<file path="src/rtl/raycast_load_sequencer.sv">
// Raycast-load sub-controller: drives the raycast register bank write port and
// the datapath memory-address controls for one load instruction at a time.
// Origin/direction loads write a register pair in a single cycle; segment
// loads fetch five words from destination+0..4 and write them to slots 4..8.
// Every load ends with a fixed settle window before a one-cycle done pulse.
// All outputs come straight from flops; the next output values are decoded
// from the next state so that outputs line up with the state they describe.
module raycast_load_sequencer #(
    parameter int READ_LATENCY  = 1,
    parameter int SETTLE_CYCLES = 4
) (
    input  logic       clock,
    input  logic       reset,
    input  logic       start,
    input  logic [1:0] mode,
    output logic       busy,
    output logic       done,
    output logic       raycast_write_enable,
    output logic [3:0] raycast_write_select,
    output logic [1:0] memory_address_select,
    output logic [2:0] memory_offset
);

    typedef enum logic [2:0] {
        S_IDLE,
        S_PAIR,
        S_FETCH,
        S_SETTLE,
        S_DONE
    } state_t;

    localparam logic [1:0] MODE_ORIGIN    = 2'b00;
    localparam logic [1:0] MODE_DIRECTION = 2'b01;
    localparam logic [1:0] MODE_SEGMENT   = 2'b10;

    localparam logic [3:0] SEL_ORIGIN     = 4'b0000;
    localparam logic [3:0] SEL_DIRECTION  = 4'b0010;
    localparam logic [3:0] SEL_SEG_BASE   = 4'b0100;

    localparam logic [1:0] ADDR_PC        = 2'b00;
    localparam logic [1:0] ADDR_DEST_OFS  = 2'b10;

    // FETCH cycle counter: offset k is presented in cycle k (saturating at 4),
    // and its word is captured in cycle k+READ_LATENCY. The last capture
    // (slot 8) lands in cycle 4+READ_LATENCY.
    localparam logic [2:0] RL_C        = 3'(READ_LATENCY);
    localparam logic [2:0] LAST_OFFSET = 3'd4;
    localparam logic [2:0] FETCH_LAST  = 3'(4 + READ_LATENCY);

    // A zero-length settle window bypasses SETTLE entirely.
    localparam bit         SKIP_SETTLE = (SETTLE_CYCLES == 0);
    localparam logic [3:0] SETTLE_LAST = (SETTLE_CYCLES > 0) ? 4'(SETTLE_CYCLES - 1) : 4'd0;

    state_t     state_q, state_d;
    logic [1:0] mode_q, mode_d;
    logic [2:0] fetch_cnt_q, fetch_cnt_d;
    logic [3:0] settle_cnt_q, settle_cnt_d;

    logic       busy_q, busy_d;
    logic       done_q, done_d;
    logic       we_q, we_d;
    logic [3:0] sel_q, sel_d;
    logic [1:0] addr_sel_q, addr_sel_d;
    logic [2:0] offset_q, offset_d;

    // Next-state and counter logic; start is only looked at in IDLE so a
    // request arriving while busy is dropped rather than queued.
    always_comb begin
        state_d      = state_q;
        mode_d       = mode_q;
        fetch_cnt_d  = fetch_cnt_q;
        settle_cnt_d = settle_cnt_q;

        unique case (state_q)
            S_IDLE: begin
                if (start) begin
                    mode_d = mode;
                    unique case (mode)
                        MODE_ORIGIN, MODE_DIRECTION: state_d = S_PAIR;
                        MODE_SEGMENT: begin
                            state_d     = S_FETCH;
                            fetch_cnt_d = 3'd0;
                        end
                        default: state_d = S_DONE;
                    endcase
                end
            end

            S_PAIR: begin
                settle_cnt_d = 4'd0;
                state_d      = SKIP_SETTLE ? S_DONE : S_SETTLE;
            end

            S_FETCH: begin
                if (fetch_cnt_q == FETCH_LAST) begin
                    settle_cnt_d = 4'd0;
                    state_d      = SKIP_SETTLE ? S_DONE : S_SETTLE;
                end else begin
                    fetch_cnt_d = fetch_cnt_q + 3'd1;
                end
            end

            S_SETTLE: begin
                if (settle_cnt_q == SETTLE_LAST) begin
                    state_d = S_DONE;
                end else begin
                    settle_cnt_d = settle_cnt_q + 4'd1;
                end
            end

            S_DONE: begin
                state_d = S_IDLE;
            end

            default: begin
                state_d = S_IDLE;
            end
        endcase
    end

    // Decode the output values for the upcoming state so they can be
    // registered and appear in the same cycle as that state.
    always_comb begin
        busy_d     = 1'b0;
        done_d     = 1'b0;
        we_d       = 1'b0;
        sel_d      = SEL_ORIGIN;
        addr_sel_d = ADDR_PC;
        offset_d   = 3'd0;

        unique case (state_d)
            S_IDLE: begin
                busy_d = 1'b0;
            end

            S_PAIR: begin
                busy_d = 1'b1;
                we_d   = 1'b1;
                sel_d  = (mode_d == MODE_DIRECTION) ? SEL_DIRECTION : SEL_ORIGIN;
            end

            S_FETCH: begin
                busy_d     = 1'b1;
                addr_sel_d = ADDR_DEST_OFS;
                offset_d   = (fetch_cnt_d > LAST_OFFSET) ? LAST_OFFSET : fetch_cnt_d;
                if (fetch_cnt_d >= RL_C) begin
                    we_d  = 1'b1;
                    sel_d = SEL_SEG_BASE + {1'b0, fetch_cnt_d - RL_C};
                end
            end

            S_SETTLE: begin
                busy_d = 1'b1;
            end

            S_DONE: begin
                busy_d = 1'b1;
                done_d = 1'b1;
            end

            default: begin
                busy_d = 1'b0;
            end
        endcase
    end

    // State, counters and registered outputs; reset returns everything to the
    // idle values and abandons any load in progress without a done pulse.
    always_ff @(posedge clock) begin
        if (reset) begin
            state_q      <= S_IDLE;
            mode_q       <= MODE_ORIGIN;
            fetch_cnt_q  <= 3'd0;
            settle_cnt_q <= 4'd0;
            busy_q       <= 1'b0;
            done_q       <= 1'b0;
            we_q         <= 1'b0;
            sel_q        <= SEL_ORIGIN;
            addr_sel_q   <= ADDR_PC;
            offset_q     <= 3'd0;
        end else begin
            state_q      <= state_d;
            mode_q       <= mode_d;
            fetch_cnt_q  <= fetch_cnt_d;
            settle_cnt_q <= settle_cnt_d;
            busy_q       <= busy_d;
            done_q       <= done_d;
            we_q         <= we_d;
            sel_q        <= sel_d;
            addr_sel_q   <= addr_sel_d;
            offset_q     <= offset_d;
        end
    end

    assign busy                  = busy_q;
    assign done                  = done_q;
    assign raycast_write_enable  = we_q;
    assign raycast_write_select  = sel_q;
    assign memory_address_select = addr_sel_q;
    assign memory_offset         = offset_q;

endmodule

</file>
<file path="config.mk">
export PLATFORM = sky130hd
export DESIGN_NAME = raycast_load_sequencer
export DESIGN_NICKNAME = d
export VERILOG_FILES = /design/src/rtl/raycast_load_sequencer.sv
export SDC_FILE = /design/constraint.sdc
export NUM_CORES = 1
export LEC_CHECK = 0
export CAP_MARGIN = 5
export CORE_MARGIN = 4
export CORE_UTILIZATION = 40
export DETAILED_ROUTE_END_ITERATION = 8
export PLACE_DENSITY = 0.67
export SYNTH_ARGS = -nofsm -noshare
export SYNTH_HDL_FRONTEND = slang
export SYNTH_SLANG_ARGS = --single-unit
</file>
<file path="constraint.sdc">
create_clock -name clock -period 6.3 [get_ports clock]
set_input_delay 0.945 -clock clock [delete_from_list [all_inputs] [get_ports clock]]
set_output_delay 0.945 -clock clock [all_outputs]
set_load 0.03 [all_outputs]
</file>
# Word level (Yosys, flattened, before mapping)
# Index checks and enable logic that the tools add are counted.
# W data, S select, Z words.
[totals]
ff_bits = 24
input_bits = 5
output_inout_bits = 12
word_cells = 63
[classes]
addsub = 4
magnitude_cmp = 2
n_eq_ne = 14
muxes = 23
bitwise = 1
n_reduce_logical = 8
[ops]
columns = ["cell", "count"]
rows = [
  ["$mux W3", 7],
  ["$eq A3 B2 Y1 const B", 4],
  ["$mux W4", 3],
  ["$pmux W3 S2", 2],
  ["$pmux W3 S4", 1],
  ["$pmux W4 S3", 1],
  ["$mux W2", 4],
  ["$pmux W4 S2", 1],
  ["$eq A3 B1 Y1 const B", 2],
  ["$eq A3 B3 Y1 const B", 2],
  ["$add A3 B3 Y4 const A", 1],
  ["$add A4 B1 Y4 const B", 1],
  ["$eq A2 B1 Y1 const B", 2],
  ["$eq A4 B2 Y1 const B", 1],
  ["$ne A2 B2 Y1 const B", 2],
  ["$reduce_or A2 Y1", 2],
  ["$reduce_or A4 Y1", 1],
  ["$add A3 B1 Y3 const B", 1],
  ["$ge A3 B1 Y1 const B", 1],
  ["$gt A3 B3 Y1 const B", 1],
  ["$logic_not A3 Y1", 1],
  ["$mux W1", 3],
  ["$reduce_and A3 Y1", 1],
  ["$reduce_bool A3 Y1", 1],
  ["6 further kinds", 6],
]

# Longest topological paths before layout
# Gate-level depths: netlist of run 1.
[depth]
word_depth = 8
ltp_mapped = 10
ltp_nobuf = 10

# Least setup slack after synthesis of run 1
# Ideal clock, no wire load.
[synth_path]
path_kind = "input to register"
startpoint = "input start"
endpoint = "register sel_q[2], in the netlist raycast_write_select[2]"
setup_time_ps = 124
arrival_time_ps = 2501
required_ps = 6176
path_slack_ps = 3675
path_stages = 8
cell_sequence = "or4b_1 buf_2 a2bb2oi_1 a2bb2oi_1 ha_1 inv_1 ha_1 nor2b_1"
[synth_via]
elab_chain_cells = 6
word_cells_on_any_way = 11
classes_between = "add/sub (2); order compare (1); eq/ne (2); mux (6)"
[synth_rtl]
columns = ["element", "line", "source"]
rows = [
  ["start: declaration", "14", "input logic start,"],
  ["$mux W3", "76", "if (start) begin"],
  ["$pmux W3 S2", "74", "unique case (state_q)"],
  ["$sub A3 B1 Y3", "148", "sel_d = SEL_SEG_BASE + {1'b0, fetch_cnt_d - RL_C};"],
  ["$add A3 B3 Y4", "148", ""],
  ["$mux W4", "146", "if (fetch_cnt_d >= RL_C) begin"],
  ["$pmux W4 S2 *", "131", "unique case (state_d)"],
  ["end signal: assignment", "189", "sel_q <= sel_d;"],
  ["end: declaration", "62", "logic [3:0] sel_q, sel_d;"],
]
# Mark *: on every way between the ends. The rest lies on a longest branch, timed or not.
# A chain may end at the register's enable or synchronous reset.

# Worst setup path in the final report of run 1
# Same ends and word-level chain as after synthesis.

==> results of run 1 <==
worst paths after layout:
kind                           startpoint                            endpoint  cells past startpoint  slack (ns)
max                                 start  raycast_write_select[2]$_SDFF_PP0_                      8        3.35
min          settle_cnt_q[3]$_SDFFE_PP0P_        settle_cnt_q[3]$_SDFFE_PP0P_                      2        0.55
max reg2reg         state_q[0]$_SDFF_PP0_  raycast_write_select[2]$_SDFF_PP0_                      7        3.88
min reg2reg  settle_cnt_q[3]$_SDFFE_PP0P_        settle_cnt_q[3]$_SDFFE_PP0P_                      2        0.55
registers in the layout, summed over array words and instances (netlist names), 3 cells and up:
register and count:
fetch_cnt_q 3, state_q 3, raycast_write_select 4, settle_cnt_q 4, memory_offset 3
cell usage in the layout, fill, tap and decap left out, types with 3 or more instances in the layout:
cell type | netlist | layout
clkbuf_4 | 1 | 3
nor2_1 | 15 | 15
nor3_1 | 5 | 5
ha_1 | 6 | 6
nand2_1 | 8 | 8
clkdlybuf4s50_1 | 0 | 15
inv_1 | 4 | 4
nand2b_1 | 3 | 3
dfxtp_1 | 21 | 21
logic make-up after synthesis:
| kind of cell | count (synthesis) | synth area share [%] |
|---|---|---|
| muxes | 2 | 1.99 |
| AOI/OAI and AO/OA | 22 | 15.7 |
| xor gates and xnor gates | 1 | 0.821 |
| adders and majority gates | 6 | 7.03 |
| buffers and inverters | 12 | 6.21 |
| DFF | 21 | 39.4 |
| and+or+nand+nor | 53 | 28.5 |
| other | 1 | 0.351 |
metrics by stage:
stage	util, %	area (sq um)	hold slack, ns	power [mW]
after floorplan	-	1070	0.493	0.208
after global routing	49.4	1230	0.581	0.307
after CTS	49.4	1230	0.554	0.293
final	49.4	1230	0.552	0.290
after detailed placement	48.3	1210	0.527	0.228
after global placement	48.3	1210	0.515	0.228
power by group through the flow:
| stage | Combinational (mW) | Sequential [mW] | Clock (mW) |
|---|---|---|---|
| finish | 0.0754 | 0.150 | 0.0648 |
| global route | 0.0833 | 0.151 | 0.0727 |
| CTS | 0.0751 | 0.150 | 0.0674 |
| detailed placement | 0.0746 | 0.153 | 0 |
| global placement | 0.0748 | 0.153 | 0 |
| floorplan | 0.0481 | 0.160 | 0 |
final cells by class:
class | instances | area share, %
Sequential cell | 21 | 34.0
Clock inverter | 1 | 0.405
Timing Repair Buffer | 15 | 12.2
Tap cell | 30 | 3.04
Inverter | 5 | 1.52
Multi-Input combinational cell | 85 | 47.0
Clock buffer | 3 | 1.82
worst register-to-register path: stages (launching register included):
cell and delay (ns):
dfxtp_1 0.46, or4b_1 0.66, a2bb2oi_1 0.21, a2bb2oi_1 0.33, ha_1 0.21, inv_1 0.04
ha_1 0.27, nor2b_1 0.13
layer usage:
layer  up-vias  GRT usage (%)
li1        444              -
met1       416           17.8
met2        23           20.2
met3         4           2.59
met4         0           8.54
met5         -              0
==> impl_metrics.csv, run 1 <==
group,metric,value,unit
synthesis,synth_area_leaders,"dfxtp_1, ha_1, nor2_1",
cells_and_area,multi_input_area,581,sq um
power,p_leak,0.480,nW
routing,wl_met1,1.05,mm
setup_path,arrival,3.15,ns
power,ir_drop,165,uV
sta,finClkSkew,0.00456,ns
routing,drc,0,
global_route,antenna_found_initial,0,
routing,topRoutingLayerUsed,"met4",
clock_network,cts.repair.resized,0,
sta,slew_headroom,56.3,%
routing,vias_per_cell,5.54,
setup_path,critPathRequiredTime,6.50,ns
setup_path,timing.critical_path.slowest_cell_delay,0.53,ns
synthesis,synth_top_area_cell,"dfxtp_1",
setup_path,cp-end-kind,"register",
synthesis,synth_warnings,0,
cells_and_area,n_fill_cell,246,
sta,fmax,338,MHz
power,p_int,198,uW
placement,place_inst,156,
cells_and_area,instances_no_fill,160,
sta,rsz0062_at_grt,"false",
clock_network,clock_latency,0.30,ns
synthesis,synth-edff-count,0,
synthesis,yosysMostFrequentCell,"dfxtp_1",
clock_network,post_cts_buffers,0,
synthesis,ys.flop_type,"dfxtp_1",
setup_path,critPathBufInv,2,
sta,layout_setup_ws,3.35,ns
floorplanning,rows,18,
power,cellPowerDensity,235,mW/mm^2
power,switching_power,92.0,uW
setup_path,start_kind,"primary input",
synthesis,ys_ff_latch,21,
setup_path,cp_top_family,"simple AND/OR/NAND/NOR gates",
routing,wl_met3,111,microns
clock_network,clkTransAtPathRegs,0.12,ns
synthesis,yosys.cell_types.count,48,
sta,tightestPinTransition,0.653,ns
routing,wirelength,2.15,mm
job,maxCapViolCount,0,
global_route,grt_usage,13.6,%
synthesis,synth_commonest_cells,"dfxtp_1, nor2_1, nand2_1",
synthesis,synth_cells,118,
setup_path,cp_cell_sequence,"clkdlybuf4s50_1 -> or4b_1 -> a2bb2oi_1 -> a2bb2oi_1 -> ha_1 -> inv_1 -> ha_1 -> nor2b_1",
cells_and_area,final_nets,142,
power,power.share.clock,22.3,%
clock_network,cts_made_buffers,3,
placement,io_buffers,15,
power,sequentialPowerShare,51.7,%
cells_and_area,antenna_cells,0,
power,p_sw_share,31.7,%
clock_network,clock_tree.buffer_depth,2,
clock_network,cts_root_buf,"clkbuf_4",
cells_and_area,register_area,420,sq um
floorplanning,die_area,0.00356,sq mm
routing,drt_iter0_markers,15,
cells_and_area,drive_above_1_share,7.69,%
setup_path,critPathMaxFanout,5,
sta,finalHoldViolations,0,
clock_network,h-tree-depth,1,
floorplanning,die_w,59.7,microns
synthesis,synthesis.area,0.00107,sq mm
placement,gp_congestion,0.805,
setup_path,slowest_stage,"or4b_1",
placement,place_hpwl,1.51,mm
clock_network,clkSinkCount,21,
clock_network,cts_tree,"built",
sta,finalCriticalPeriod,2.95,ns
synthesis,syn_avg_cell_area,9.04,sq um
floorplanning,die_y,59.7,microns
synthesis,synth_top_area_share,39.4,%
global_route,grt_max_degree,19,
sta,setup_tns,0,ns
sta,drv_slew,0,
run_status,status,"completed",
clock_network,holdBufCountCts,0,
sta,period_share,46.9,%
synthesis,ys_async_sr_fraction,0,%
global_route,overflow,0,
power,comb_power_share,26.0,%
synthesis,ys_seq_area_share,39.4,%
sta,setup_viol,0,
global_route,grt_pass1_vias,850,
floorplanning,core_region_area,0.00250,sq mm
routing,firstDrtPassIters,4,
routing,postRouteAntennaNets,0,
floorplanning,io_pins,17,
setup_path,criticalPathCategory,"primary input to register",
placement,post-place-ws,3.06,ns
routing,wl_met2,946,microns
routing,route.vias.total,887,
cells_and_area,syn_to_final_growth,15.7,%
global_route,grt_first_pass_wirelength,3.68,mm
synthesis,synth_nets,129,
routing,wl_per_cell,13.5,microns
hold_path,hold_class,"register to register",
floorplanning,start_util,42.7,%
No activity file was read; power rests on OpenSTA's default activity.
==> run 2, diff against run 1 <==
==> constraint.sdc (replaced) <==
create_clock -name clock -period 2.9 [get_ports clock]
set_input_delay 0.435 -clock clock [delete_from_list [all_inputs] [get_ports clock]]
set_output_delay 0.435 -clock clock [all_outputs]
set_load 0.03 [all_outputs]
==> impl_metrics.csv, run 2 (synthesis gave the netlist of run 1 again) <==
group,metric,value,unit
setup_path,r2r_cells,7,
setup_path,arrival,2.61,ns
sta,finalHoldViolations,0,
sta,period_share,83.0,%
setup_path,cp-end-kind,"register",
floorplanning,die_w,59.7,microns
hold_path,hold_depth,2,
global_route,grt_usage,13.4,%
setup_path,cp_cell_sequence,"clkdlybuf4s50_1 -> or4b_1 -> a2bb2oi_1 -> a2bb2oi_1 -> ha_1 -> inv_1 -> ha_1 -> nor2b_1",
floorplanning,die_y,59.7,microns
floorplanning,core_region_area,0.00250,sq mm
setup_path,critPathBufInv,2,
cells_and_area,mostFrequentLayoutCells,"dfxtp_1, nor2_1, clkdlybuf4s50_1",
routing,firstDrtPassIters,4,
sta,rsz0062_at_grt,"false",
placement,gp_congestion,0.888,
cells_and_area,drive_above_1_share,9.09,%
clock_network,cts_tree,"built",
sta,setup_tns,0,ns
hold_path,hold_class,"register to register",
clock_network,cts_made_buffers,3,
setup_path,start_kind,"primary input",
floorplanning,die_area,0.00356,sq mm
sta,layout_setup_ws,0.492,ns
placement,post-place-ws,0.174,ns
cells_and_area,syn_to_final_growth,17.4,%
cells_and_area,register_area,420,sq um
global_route,grt_first_pass_wirelength,3.62,mm
global_route,grt_max_degree,18,
floorplanning,start_util,42.7,%
setup_path,critPathRequiredTime,3.11,ns
placement,place_hpwl,1.67,mm
routing,wl_per_cell,13.5,microns
routing,wirelength,2.18,mm
setup_path,cp_num_cells,8,
cells_and_area,final_nets,144,
clock_network,h-tree-depth,1,
setup_path,slowest_stage,"or4b_1",
cells_and_area,n_fill_cell,244,
routing,drt_iter0_markers,43,
setup_path,cp_top_family,"simple AND/OR/NAND/NOR gates",
cells_and_area,antenna_cells,0,
sta,setup_viol,0,
sta,finClkSkew,0.00888,ns
clock_network,holdBufCountCts,0,
cells_and_area,final_common_cell,"dfxtp_1",
clock_network,post_cts_buffers,0,
clock_network,clkSinkCount,21,
global_route,grt_pass1_vias,809,
global_route,overflow,0,
sta,fmax,415,MHz
job,maxCapViolCount,0,
clock_network,clock_tree.buffer_depth,2,
global_route,antenna_found_initial,0,
floorplanning,rows,18,
clock_network,cts.repair.resized,0,
power,cellPowerDensity,510,mW/mm^2
power,ir_drop,322,uV
placement,io_buffers,15,
sta,finalCriticalPeriod,2.41,ns
clock_network,clock_latency,0.31,ns
sta,drv_slew,0,
clock_network,cts_root_buf,"clkbuf_4",
power,p_leak,0.486,nW
setup_path,timing.critical_path.slowest_cell_delay,0.54,ns
run_status,status,"completed",
routing,drc,0,
cells_and_area,multi_input_area,581,sq um
floorplanning,io_pins,17,
routing,postRouteAntennaNets,0,
clock_network,clkTransAtPathRegs,0.13,ns
setup_path,critPathMaxFanout,5,
routing,vias_per_cell,5.56,
routing,route.vias.total,900,
setup_path,criticalPathCategory,"primary input to register",
[run 2: cell count changes in the layout (fill, tap and decap cells not counted)]
cell,change
buf_4,+2
clkinv_2,-1
clkinvlp_4,+1
[run 2: layout make-up]
class                   instances  share of cell area, %
clock buffers                   3                   1.80
clock inverters                 1                  0.599
inverters                       5                   1.50
multi-input cells              85                   46.4
flip-flops and latches         21                   33.6
well taps                      30                   3.00
repair buffers                 17                   13.2
[run 2: worst paths after layout]
| check | startpoint | end | slack (ns) |
|---|---|---|---|
| worst min register to register | settle_cnt_q[3]$_SDFFE_PP0P_ | settle_cnt_q[3]$_SDFFE_PP0P_ | 0.55 |
| worst min-delay path | settle_cnt_q[3]$_SDFFE_PP0P_ | settle_cnt_q[3]$_SDFFE_PP0P_ | 0.55 |
| worst max register to register | state_q[1]$_SDFF_PP0_ | raycast_write_select[2]$_SDFF_PP0_ | 0.55 |
| worst max-delay path | start | raycast_write_select[2]$_SDFF_PP0_ | 0.49 |
[run 2: worst register-to-register path: cells and delay by family (launching register included)]
| kind | cells | cell delay (ns) |
|---|---|---|
| adder cells (fa/ha/maj) | 2 | 0.47 |
| buffers and inverters | 1 | 0.04 |
| flip-flops | 1 | 0.45 |
| AO/OA/AOI/OAI | 2 | 0.51 |
| AND/OR/NAND/NOR | 2 | 0.78 |
[run 2: through the flow]
stage | std cells | util [%] | power, mW | area, sq um | hold WS (ns)
finish | 162 | 50.1 | 0.639 | 1250 | 0.546
global placement | 158 | 48.9 | 0.498 | 1220 | 0.517
floorplan | 118 | - | 0.452 | 1070 | 0.493
CTS | 162 | 50.1 | 0.648 | 1250 | 0.549
global route | 162 | 50.1 | 0.683 | 1250 | 0.594
detailed placement | 158 | 48.9 | 0.499 | 1220 | 0.529
[run 2: metal layers]
| metal | routed length, microns | up-vias | GRT usage, % |
|---|---|---|---|
| met3 | 123 | 6 | 3.24 |
| li1 | - | 451 | - |
| met5 | 0 | - | 0 |
| met2 | 882 | 23 | 20.1 |
| met4 | 59 | 0 | 6.65 |
| met1 | 1120 | 420 | 17.8 |
[run 2: power by group]
part	internal, mW	switching [mW]	total (mW)
combinational	0.0749	0.0955	0.170
clock	0.0526	0.0938	0.146
sequential	0.307	0.0150	0.322
total	0.434	0.204	0.639
==> run 3, diff against run 2 <==
--- a/config.mk
+++ b/config.mk
@@ -9,7 +9,7 @@
 export CORE_MARGIN = 4
 export CORE_UTILIZATION = 40
 export DETAILED_ROUTE_END_ITERATION = 8
-export PLACE_DENSITY = 0.67
+export PLACE_DENSITY = 0.7
 export SYNTH_ARGS = -nofsm -noshare
 export SYNTH_HDL_FRONTEND = slang
 export SYNTH_SLANG_ARGS = --single-unit
==> constraint.sdc (replaced) <==
create_clock -name clock -period 1.9 [get_ports clock]
set_input_delay 0.285 -clock clock [delete_from_list [all_inputs] [get_ports clock]]
set_output_delay 0.285 -clock clock [all_outputs]
set_load 0.03 [all_outputs]
==> impl_metrics.csv, run 3 (synthesis gave the netlist of run 1 again) <==
group,metric,value,unit
routing,vias_per_cell,5.41,
run_status,violations,"setup timing",
clock_network,clkSinkCount,21,
clock_network,holdBufCountCts,0,
setup_path,cp_top_family,"compound AO/OA/AOI/OAI gates",
sta,drv_slew,0,
cells_and_area,antenna_cells,0,
floorplanning,die_area,0.00356,sq mm
floorplanning,die_y,59.7,microns
cells_and_area,mostFrequentLayoutCells,"buf_4, dfxtp_1, nor2_1, clkdlybuf4s50_1, nand2_1",
setup_path,timing.critical_path.slowest_cell_delay,0.56,ns
sta,finClkSkew,0.00651,ns
run_status,status,"finished with violations",
cells_and_area,utilization,61.9,%
sta,setup_viol,7,
clock_network,cts_made_buffers,3,
global_route,grt_max_degree,18,
sta,rsz0062_at_grt,"true",
setup_path,arrival,2.25,ns
cells_and_area,final_nets,167,
floorplanning,core_region_area,0.00250,sq mm
placement,post-place-ws,-0.531,ns
clock_network,clock_tree.buffer_depth,2,
setup_path,cp-end-kind,"register",
global_route,overflow,0,
cells_and_area,n_fill_cell,203,
power,cellPowerDensity,727,mW/mm^2
floorplanning,die_w,59.7,microns
global_route,antenna_found_initial,0,
routing,firstDrtPassIters,4,
setup_path,criticalPathCategory,"register to register",
placement,place_hpwl,1.88,mm
clock_network,h-tree-depth,1,
global_route,grt_first_pass_wirelength,4.31,mm
placement,gp_congestion,0.830,
routing,wirelength,2.66,mm
routing,wl_per_cell,14.4,microns
sta,setup_tns,-0.506,ns
sta,fmax,495,MHz
clock_network,cts_root_buf,"clkbuf_4",
cells_and_area,final_common_cell,"buf_4",
sta,finalCriticalPeriod,2.02,ns
clock_network,clock_latency,0.30,ns
routing,drc,0,
cells_and_area,drive_above_1_share,32.3,%
routing,postRouteAntennaNets,0,
setup_path,critPathBufInv,0,
power,p_leak,0.610,nW
power,ir_drop,512,uV
hold_path,hold_class,"primary input to register",
floorplanning,io_pins,17,
setup_path,start_kind,"register",
job,maxCapViolCount,0,
setup_path,cp_cell_sequence,"or4b_4 -> a2bb2oi_4 -> a21o_4 -> ha_4 -> nand2_2 -> o22a_1 -> o22ai_1",
floorplanning,rows,18,
sta,finalHoldViolations,0,
cells_and_area,syn_to_final_growth,45.0,%
clock_network,clkTransAtPathRegs,0.12,ns
floorplanning,start_util,42.7,%
placement,io_buffers,15,
setup_path,critPathMaxFanout,3,
sta,layout_setup_ws,-0.118,ns
routing,route.vias.total,1001,
global_route,grt_pass1_vias,996,
setup_path,critPathRequiredTime,2.13,ns
setup_path,slowest_stage,"or4b_4",
sta,period_share,106,%
global_route,grt_usage,16.1,%
clock_network,cts_tree,"built",
routing,drt_iter0_markers,45,
run 3: changes by cell type in the layout (fill, tap and decap cells not counted), sizes merged:
cell / before / now
buf: 2 / 25
clkbuf: 3 / 4
clkdlybuf4s50: 15 / 14
clkinvlp: 1 / 0
dlygate4sd2: 0 / 1
run 3: worst paths after layout:
path,start,end,slack (ns),cells after the start
hold / removal,start,busy$_SDFF_PP0_,0.50,4
setup reg to reg,state_q[1]$_SDFF_PP0_,raycast_write_select[1]$_SDFF_PP0_,-0.12,7
setup / recovery,state_q[1]$_SDFF_PP0_,raycast_write_select[1]$_SDFF_PP0_,-0.12,7
hold reg to reg,settle_cnt_q[3]$_SDFFE_PP0P_,settle_cnt_q[3]$_SDFFE_PP0P_,0.54,2
run 3: routing by layer:
metal	vias to the layer above	GRT usage [%]	part of all wire, %
met4	0	7.28	1.3
met3	4	3.24	5.6
met2	36	27.8	50
met5	-	0	0
li1	498	-	-
met1	463	18.9	43
run 3: cell type report:
cell class	instances	area, sq um	share of cell area (%)
Multi-Input combinational cell	85	704	45.5
Sequential cell	21	424	27.4
Timing Repair Buffer	40	337	21.7
Tap cell	30	37.5	2.43
Clock buffer	4	26.3	1.70
Inverter	5	18.8	1.21
run 3: report_power, final:
group / total [mW] / switching (mW) / leakage, nW / internal [mW]
registers: 0.482 / 0.0122 / 0.172 / 0.470
logic: 0.422 / 0.209 / 0.423 / 0.213
clock network: 0.220 / 0.139 / 0.0150 / 0.0818
total: 1.12 / 0.360 / 0.610 / 0.764
run 3: worst min-delay path, stage by stage:
cell,delay [ns]
dlygate4sd2_1,0.21
buf_4,0.11
nor3_1,0.03
nor3_1,0.12
run 3: metrics by stage:
step	instance area, sq um	cells	hold slack, ns	power, mW
detailed placement	1410	178	0.528	0.841
floorplan	1110	118	0.455	0.708
global placement	1410	178	0.512	0.834
global route	1550	185	0.513	1.18
finish	1550	185	0.498	1.12
CTS	1510	185	0.499	1.10
run 3: timing repair:
action	in CTS	in global routing
pin swaps	8	4
gates resized for setup	9	7
setup endpoints to repair	7	9
setup buffers	3	0
